--- config.mk ---
export PLATFORM = sky130hd
export DESIGN_NAME = bus_arbiter
export DESIGN_NICKNAME = d
export VERILOG_FILES = /design/src/rtl/bus_arbiter.sv
export SDC_FILE = /design/constraint.sdc
export NUM_CORES = 1
export LEC_CHECK = 0
export CAP_MARGIN = 20
export CORE_AREA = 2 2 154 156
export CTS_BUF_LIST = sky130_fd_sc_hd__clkbuf_4
export CTS_CLUSTER_SIZE = 28
export DETAILED_ROUTE_END_ITERATION = 8
export DIE_AREA = 0 0 156 158
export GPL_TIMING_DRIVEN = 0
export PLACE_DENSITY_LB_ADDON = 0.1
export SLEW_MARGIN = 20
export SYNTH_ARGS = -nofsm -noshare
export SYNTH_HDL_FRONTEND = slang
export SYNTH_SLANG_ARGS = --single-unit
--- constraint.sdc ---
create_clock -name clk -period 6 [get_ports clk]
set_input_delay 0.6 -clock clk [delete_from_list [all_inputs] [get_ports clk]]
set_output_delay 0.6 -clock clk [all_outputs]
set_load 0.03 [all_outputs]
--- src/rtl/bus_arbiter.sv ---
// Single-beat shared-bus arbiter for load/store (M0), fetch (M1) and debug/DMA (M2)
// masters, with fetch starvation promotion and a slave-ready timeout.
module bus_arbiter #(
  parameter int unsigned AW           = 32,
  parameter int unsigned DW           = 32,
  parameter int unsigned TIMEOUT      = 15,
  parameter int unsigned STARVE_LIMIT = 4
) (
  input  logic          clk,
  input  logic          rst,

  input  logic          m0_req_in,
  input  logic [AW-1:0] m0_addr_in,
  input  logic [DW-1:0] m0_data_in,
  input  logic          m0_rw_in,
  output logic [1:0]    m0_select_as_out,
  output logic [DW-1:0] m0_data_out,

  input  logic          m1_req_in,
  input  logic [AW-1:0] m1_addr_in,
  input  logic [DW-1:0] m1_data_in,
  input  logic          m1_rw_in,
  output logic [1:0]    m1_select_as_out,
  output logic [DW-1:0] m1_data_out,

  input  logic          m2_req_in,
  input  logic [AW-1:0] m2_addr_in,
  input  logic [DW-1:0] m2_data_in,
  input  logic          m2_rw_in,
  output logic [1:0]    m2_select_as_out,
  output logic [DW-1:0] m2_data_out,

  output logic          s_valid_out,
  output logic [AW-1:0] s_addr_out,
  output logic [DW-1:0] s_data_out,
  output logic          s_rw_out,
  input  logic          s_ready_in,
  input  logic [DW-1:0] s_data_in,

  output logic          bus_hold_flag_out,
  output logic          timeout_out
);

  typedef enum logic [1:0] {IDLE, ACCESS, DONE} state_t;
  typedef enum logic [1:0] {
    SEL_NONE  = 2'b00,
    SEL_READ  = 2'b01,
    SEL_WRITE = 2'b10,
    SEL_ERR   = 2'b11
  } sel_t;
  typedef enum logic [1:0] {M0 = 2'd0, M1 = 2'd1, M2 = 2'd2} master_t;

  localparam logic [7:0] WAIT_LAST  = 8'(TIMEOUT - 1);
  localparam logic [3:0] STARVE_MAX = 4'(STARVE_LIMIT);

  state_t        state, state_nxt;
  sel_t          done_mode, done_mode_nxt;
  master_t       winner, grant_id;
  logic [7:0]    wait_cnt;
  logic [3:0]    starve_cnt;
  logic [2:0]    elig;
  logic          grant, launch, capture, timeout_nxt;
  logic [AW-1:0] grant_addr;
  logic [DW-1:0] grant_data;
  logic          grant_rw;

  // The master being acknowledged in DONE still holds req for this cycle only.
  always_comb begin
    elig = {m2_req_in, m1_req_in, m0_req_in};
    if (state == DONE) begin
      case (winner)
        M0:      elig[0] = 1'b0;
        M1:      elig[1] = 1'b0;
        M2:      elig[2] = 1'b0;
        default: ;
      endcase
    end
  end

  always_comb begin
    grant    = 1'b1;
    grant_id = M0;
    if (elig[1] && starve_cnt == STARVE_MAX) grant_id = M1;
    else if (elig[0])                        grant_id = M0;
    else if (elig[2])                        grant_id = M2;
    else if (elig[1])                        grant_id = M1;
    else                                     grant    = 1'b0;
  end

  always_comb begin
    case (grant_id)
      M1: begin
        grant_addr = m1_addr_in;
        grant_data = m1_data_in;
        grant_rw   = m1_rw_in;
      end
      M2: begin
        grant_addr = m2_addr_in;
        grant_data = m2_data_in;
        grant_rw   = m2_rw_in;
      end
      default: begin
        grant_addr = m0_addr_in;
        grant_data = m0_data_in;
        grant_rw   = m0_rw_in;
      end
    endcase
  end

  always_comb begin
    state_nxt     = state;
    done_mode_nxt = done_mode;
    timeout_nxt   = 1'b0;
    launch        = 1'b0;
    capture       = 1'b0;
    case (state)
      IDLE, DONE: begin
        if (grant) begin
          state_nxt = ACCESS;
          launch    = 1'b1;
        end else begin
          state_nxt = IDLE;
        end
      end
      ACCESS: begin
        if (s_ready_in) begin
          state_nxt     = DONE;
          done_mode_nxt = s_rw_out ? SEL_WRITE : SEL_READ;
          capture       = ~s_rw_out;
        end else if (wait_cnt == WAIT_LAST) begin
          state_nxt     = DONE;
          done_mode_nxt = SEL_ERR;
          timeout_nxt   = 1'b1;
        end
      end
      default: state_nxt = IDLE;
    endcase
  end

  always_ff @(posedge clk or posedge rst) begin
    if (rst) begin
      state       <= IDLE;
      done_mode   <= SEL_NONE;
      winner      <= M0;
      wait_cnt    <= '0;
      starve_cnt  <= '0;
      timeout_out <= 1'b0;
      s_addr_out  <= '0;
      s_data_out  <= '0;
      s_rw_out    <= 1'b0;
      m0_data_out <= '0;
      m1_data_out <= '0;
      m2_data_out <= '0;
    end else begin
      state       <= state_nxt;
      done_mode   <= done_mode_nxt;
      timeout_out <= timeout_nxt;

      if (launch) begin
        winner     <= grant_id;
        s_addr_out <= grant_addr;
        s_data_out <= grant_data;
        s_rw_out   <= grant_rw;
        wait_cnt   <= '0;
      end else if (state == ACCESS) begin
        wait_cnt   <= wait_cnt + 8'd1;
      end

      if (capture) begin
        case (winner)
          M0:      m0_data_out <= s_data_in;
          M1:      m1_data_out <= s_data_in;
          M2:      m2_data_out <= s_data_in;
          default: ;
        endcase
      end

      if (!m1_req_in) begin
        starve_cnt <= '0;
      end else if (launch) begin
        if (grant_id == M1)              starve_cnt <= '0;
        else if (starve_cnt != STARVE_MAX) starve_cnt <= starve_cnt + 4'd1;
      end
    end
  end

  assign s_valid_out      = (state == ACCESS);
  assign m0_select_as_out = (state == DONE && winner == M0) ? done_mode : SEL_NONE;
  assign m1_select_as_out = (state == DONE && winner == M1) ? done_mode : SEL_NONE;
  assign m2_select_as_out = (state == DONE && winner == M2) ? done_mode : SEL_NONE;

  // Only the core's own ports stall its pipeline; M2 is external.
  assign bus_hold_flag_out = (m0_req_in & ~(state == DONE && winner == M0))
                           | (m1_req_in & ~(state == DONE && winner == M1));

endmodule

==> results.ini, run 1 <==
[outcome]
status=finished, final reports clean

[finish]
finish.utilization=0.581
fin_cells=1416
areaGrowthSynthToFinish_pct=54.1
final_net_count=1349
regArea_um2=4500
multi_input_area_um2=3800
drive_gt1_frac=0.199
fillCellCount=1964

[cts]
cts_tree=yes
path_clk_slew_ns=0.16
htreeDepth=4
cts.path.max_buffers=2
cts_hold_buf=0
postCtsSetupRepairBufs=0
cts.sinks=180
cts_buffers=17
cts_resized=0
insertion_delay_ns=0.58
cts_root_buf=clkbuf_4

[grt]
grt_pass1_wl_mm=40.4
grt_usage=0.218
grt_pass1_vias=7010
grt_overflow=0
grt_start_max_net_pins=96
antenna_found_initial=2

[detailed_routing]
routed_wirelength_mm=27.6
antenna_left=0
vias_per_cell=5.00
drc_errors=0
routedWlPerCell_um=19.5
vias=7076
first_iter_violations=328
drt_pass1_iterations=5

[floorplan]
io_pins=403
num_rows=56
start_util=0.377
dieHeight_um=158
fp.dieW_um=156
core_area_um2=23100
fp.dieArea_um2=24600

[sta]
hold_violations=0
rsz0062_at_grt=false
timing.hold.ws_ns=0.510
worst_pin_slew_ns=0.711
finClkSkew_ns=0.0287
slew_violations=0
setup_viol=0
max_freq_mhz=276
fin_crit_ns=3.62
max_slew_margin=0.522
period_share=0.603

[worst_setup_path]
crit_slowest_cell=nor4b_1
critical_path_arrival_ns=4.08
critical_path_class=flip-flop to flip-flop
worstPathMaxFanout=10
path_buf_inv=3
cp_slowest_stage_delay_ns=0.61
critPathLaunchType=flip-flop
critPathTopFamily=buffers and inverters
cp.required_ns=6.46
cp_common_cell=clkbuf_1
endpoint_kind=flip-flop
crit_chain=buf_6 -> nor4b_1 -> nor2_1 -> o221ai_1 -> nand3_1 -> ha_1 -> clkbuf_1 -> clkbuf_1 -> o21ai_0 -> mux2_4

[flow_run]
cap_violations=0

[yosys]
synth_fp_nets=927
yosys_warnings=0
avgSynthCellArea_um2=12.6
synth_area_leader_cell=dfrtp_1
yosys-top-cells-area=dfrtp_1 52%, mux2_2 13%, mux2_4 11%
synth_edf_count=0
synth.cell_area_um2=8690
synthDistinctLibCells=54
yosysTopAreaCellShare=0.518
async_reset_ff_frac=1.00
ys_seq_area_frac=0.518
synth-main-ff-cell=dfrtp_1
ys_ff_latch=180
synthesis.instances=688

[power]
p_per_area_nw_per_um2=512
sw_frac_of_total=0.426
clock_power_share=0.097
leakage_uw=0.00569
p_int_uw=3940
ir_worst_vdd_uv=258
seqPwrFrac=0.308
combPwrFrac=0.595
switching_power_uw=2920

[worst_hold_path]
hold_class=primary input to asynchronous set/reset pin

[placement]
dp_cells=1381
gp_congestion=0.836
dp_hpwl_mm=21.9
portBuffers=402

[cells by family after synthesis]
| group | synth area share |
|---|---|
| AO/OA/AOI/OAI | 0.112 |
| XOR/XNOR | 0.00605 |
| adder cells (fa/ha/maj) | 0.00864 |
| buffers and inverters | 0.0449 |
| flip-flops | 0.518 |
| multiplexers | 0.237 |
| AND/OR/NAND/NOR | 0.0731 |
[worst register-to-register path: cells and delay by family, from the launching register on]
kind / cells / cell delay, ns
AOI/OAI and AO/OA: 2 / 0.51
adders and majority gates: 1 / 0.43
buffers and inverters: 3 / 0.99
DFF: 1 / 0.45
muxes: 1 / 0.29
and+or+nand+nor: 3 / 0.83
[placed cells by master, fill, tap and decap left out, types with 3 or more instances in the layout]
cell / count
ha_1: 6
mux2_2: 98
dfrtp_1: 180
buf_12: 6
inv_1: 8
buf_2: 6
nand2_1: 75
xor2_1: 6
nor2_1: 11
inv_8: 4
clkdlybuf4s50_1: 402
clkbuf_8: 3
and3_1: 3
o21ai_0: 70
clkinv_4: 4
and2_1: 4
diode_2: 3
a22oi_1: 65
nand4_1: 4
inv_6: 3
buf_6: 5
buf_1: 7
nand3_1: 5
mux2_4: 63
clkbuf_1: 22
clkbuf_4: 18
[worst paths after layout]
check / start / to / slack (ns) / depth (start not counted)
min reg2reg: m2_data_out[0]$_DFFE_PP0P_ / m2_data_out[0]$_DFFE_PP0P_ / 0.52 / 1
max reg2reg: state[0]$_DFFE_PP0P_ / s_data_out[15]$_DFFE_PP0P_ / 2.38 / 10
min in group clk: m2_data_out[0]$_DFFE_PP0P_ / m2_data_out[0]$_DFFE_PP0P_ / 0.52 / 1
max in group asynchronous: rst / winner[0]$_DFFE_PP0P_ / 4.61 / 3
min: rst / s_data_out[12]$_DFFE_PP0P_ / 0.51 / 2
max: state[0]$_DFFE_PP0P_ / s_data_out[15]$_DFFE_PP0P_ / 2.38 / 10
[layout make-up]
cell class | instances | share of cell area
timing repair buffer | 403 | 0.302
multi-input combinational | 450 | 0.283
tap | 290 | 0.0271
inverter | 9 | 0.00308
clock buffer | 18 | 0.0101
buffer | 49 | 0.0266
sequential | 180 | 0.336
antenna | 3 | 0.000560
clock inverter | 14 | 0.0105
[metal layers]
metal / part of all wire / GRT usage
met5: 0 / 0
met4: 0.032 / 0.0904
met3: 0.071 / 0.0591
met2: 0.50 / 0.371
met1: 0.40 / 0.262
[sequential cells by signal (all words and copies together) (netlist names)]
name         count
done_mode        2
m0_data_out     32
m1_data_out     32
m2_data_out     32
s_addr_out      32
s_data_out      32
s_rw_out         1
starve_cnt       4
state            2
timeout_out      1
wait_cnt         8
winner           2
[synthesized netlist by cell type, types with 3 or more instances]
master    number
a22oi_1       65
and2_1         4
and3_1         3
buf_1          7
buf_12         6
buf_2          6
buf_6          5
clkbuf_1      22
clkbuf_8       3
dfrtp_1      180
ha_1           6
inv_1          9
mux2_2        98
mux2_4        63
nand2_1       75
nand3_1        5
nand4_1        4
nor2_1        11
o21ai_0       70
xor2_1         6
[power groups by stage]
stage / clock network, uW / registers, uW / logic [uW]
floorplan: 0 / 3160 / 1400
global placement: 0 / 2130 / 4070
detailed placement: 0 / 2140 / 4110
CTS: 695 / 2120 / 4110
global route: 743 / 2180 / 4260
finish: 665 / 2110 / 4070
[metrics by stage]
stage          total power, uW  TNS, ns  cell area [um^2]  setup WS [ns]
6_report                  6850        0             13400           2.38
5_1_grt                   7190        0             13400           2.09
4_1_cts                   6920        0             13400           2.35
3_5_place_dp              6250        0             13100           2.36
3_3_place_gp              6200  -381.46             13100          -2.13
2_1_floorplan             4560        0              8690          0.513
No activity file was read; power rests on OpenSTA's default activity.
==> run 2: changes to the inputs <==
==> constraint.sdc (replaced) <==
create_clock -name clk -period 3.4 [get_ports clk]
set_input_delay 0.34 -clock clk [delete_from_list [all_inputs] [get_ports clk]]
set_output_delay 0.34 -clock clk [all_outputs]
set_load 0.03 [all_outputs]
==> results.ini, run 2 (synthesis results as in run 1) <==
[power]
design_power_total_uw=12100  ; +77%
p_int_uw=6970  ; +77%
sw_frac_of_total=0.426  ; about the same
clock_power_share=0.099  ; +0.002
leakage_uw=0.00575  ; +0.99%
p_per_area_nw_per_um2=899  ; +76%
combPwrFrac=0.593  ; -0.002
switching_power_uw=5170  ; +77%
ir_worst_vdd_uv=474  ; +84%
seqPwrFrac=0.307  ; about the same

[cts]
htreeDepth=4  ; unchanged
cts_root_buf=clkbuf_4
cts.sinks=180  ; unchanged
cts_tree=yes
path_clk_slew_ns=0.18  ; +0.02 ns
postCtsSetupRepairBufs=0  ; unchanged
cts_buffers=17  ; unchanged
cts.path.max_buffers=2  ; unchanged
cts_hold_buf=0  ; unchanged
insertion_delay_ns=0.58  ; about the same

[flow_run]
cap_violations=0  ; unchanged

[sta]
finClkSkew_ns=0.0319  ; +0.00319 ns
setup_viol=0  ; unchanged
layout_setup_ws_ns=0.219  ; -2.16 ns
fin_crit_ns=3.18  ; -0.439 ns
period_share=0.936  ; +0.332
hold_violations=0  ; unchanged
rsz0062_at_grt=false
slew_violations=0  ; unchanged
worst_pin_slew_ns=0.696  ; -0.0149 ns
max_slew_margin=0.536  ; +0.0136
max_freq_mhz=314  ; +14%

[detailed_routing]
drt_pass1_iterations=4  ; -1
routed_wirelength_mm=27.6  ; -0.13%
first_iter_violations=346  ; +5.5%
antenna_left=0  ; unchanged
routedWlPerCell_um=19.5  ; -0.20%
vias_per_cell=5.00  ; +0.13%
vias=7090  ; +0.20%
drc_errors=0  ; unchanged

[worst_setup_path]
cp.required_ns=3.88  ; -2.58 ns
r2r-start=state[0]$_DFFE_PP0P_
regToRegSetupSlack_ns=0.22  ; -2.16 ns
endpoint_kind=flip-flop
regToRegEndpoint=s_data_out[29]$_DFFE_PP0P_
worst_r2r_path_depth=11  ; +1
critical_path_class=flip-flop to flip-flop
critPathLaunchType=flip-flop
critical_path_arrival_ns=3.66  ; -0.42 ns
worstPathMaxFanout=10  ; unchanged

[placement]
dp_slack_ns=-0.286  ; -2.64 ns
gp_congestion=0.850  ; +1.7%
portBuffers=402  ; unchanged
dp_hpwl_mm=22.5  ; +2.9%

[grt]
grt_pass1_wl_mm=41.0  ; +1.3%
antenna_found_initial=1  ; -1
grt_overflow=0  ; unchanged
grt_start_max_net_pins=33  ; -66%
grt_usage=0.219  ; +0.00139
grt_pass1_vias=7068  ; +0.83%

[floorplan]
num_rows=56  ; unchanged
fp.dieArea_um2=24600  ; unchanged
fp.dieW_um=156  ; unchanged
io_pins=403  ; unchanged
start_util=0.377  ; unchanged
dieHeight_um=158  ; unchanged
core_area_um2=23100  ; unchanged

[finish]
layout_common_cells=402 x clkdlybuf4s50_1, 180 x dfrtp_1, 98 x mux2_2, 75 x nand2_1, 70 x o21ai_0
multi_input_area_um2=3810  ; +0.40%
areaGrowthSynthToFinish_pct=55.5
regArea_um2=4500  ; unchanged
drive_gt1_frac=0.208  ; +0.00924
fillCellCount=2002  ; +1.9%
final_net_count=1352  ; +0.22%
layout_commonest_cell=clkdlybuf4s50_1

[worst_hold_path]
hold_class=primary input to asynchronous set/reset pin

[outcome]
status=finished, final reports clean

run 2: cell count changes in the layout (fill, tap and decap cells not counted), moves of 2 or more:
cell / before / now
buf_1: 7 / 5
buf_12: 6 / 12
clkbuf_1: 22 / 18
clkbuf_2: 0 / 4
clkinv_8: 2 / 4
diode_2: 3 / 1
inv_6: 3 / 1
run 2: area by class of cell:
type                            count  share of cell area
Buffer                             47              0.0262
Clock inverter                     14              0.0119
Clock buffer                       18              0.0100
Multi-Input combinational cell    450               0.282
Antenna cell                        1            0.000185
Tap cell                          290              0.0269
Timing Repair Buffer              408               0.307
Inverter                            9             0.00278
Sequential cell                   180               0.333
run 2: timing repair:
action | in CTS | in global routing
resized for setup | 1 | 8
setup endpoints to repair | 65 | 37
cloned | 0 | 0
run 2: stage by stage:
stage	utilization	instances	area [um^2]	hold slack [ns]	setup TNS (ns)
global placement	0.567	1380	13100	0.486	-149.22
floorplan	-	688	8690	0.410	0
finish	0.586	1417	13500	0.0848	0
CTS	0.586	1417	13500	0.0329	0
global route	0.586	1417	13500	0.0455	0
detailed placement	0.573	1386	13200	0.492	-9.79
run 2: worst max-delay path by stage:
stage                                            end            startpoint  slack, ns  cells past startpoint
after floorplan           s_addr_out[29]$_DFFE_PP0P_  state[0]$_DFFE_PP0P_       0.72                     10
after global placement    s_addr_out[22]$_DFFE_PP0P_                   rst      -0.80                      2
after detailed placement   s_data_out[1]$_DFFE_PP0P_  state[0]$_DFFE_PP0P_      -0.29                     10
final                     s_data_out[29]$_DFFE_PP0P_  state[0]$_DFFE_PP0P_       0.22                     11
after global routing      s_data_out[29]$_DFFE_PP0P_  state[0]$_DFFE_PP0P_       0.02                     11
after CTS                 s_data_out[29]$_DFFE_PP0P_  state[0]$_DFFE_PP0P_       0.12                     11
run 2: critical path: stages (launching register included):
cell,delay (ns)
dfrtp_1,0.46
buf_6,0.17
nor4b_2,0.42
nor2_1,0.08
o221ai_1,0.27
nand3_1,0.17
ha_2,0.22
clkbuf_1,0.32
buf_1,0.33
a22oi_1,0.24
o21ai_0,0.14
mux2_4,0.28
run 2: layer usage:
metal | global-route usage | up-vias | part of all wire | wire, um
met4 | 0.0712 | 0 | 0.024 | 650
met5 | 0 | - | 0 | 0
met3 | 0.0635 | 36 | 0.072 | 1970
li1 | - | 3351 | - | -
met1 | 0.259 | 3426 | 0.39 | 10800
met2 | 0.386 | 277 | 0.51 | 14200
run 2: power groups by stage:
stage	sequential [uW]	clock, uW	combinational, uW
6_report	3730	1210	7200
5_1_grt	3860	1370	7540
4_1_cts	3740	1260	7270
3_5_place_dp	3780	0	7270
3_3_place_gp	3760	0	7190
2_1_floorplan	5570	0	2470
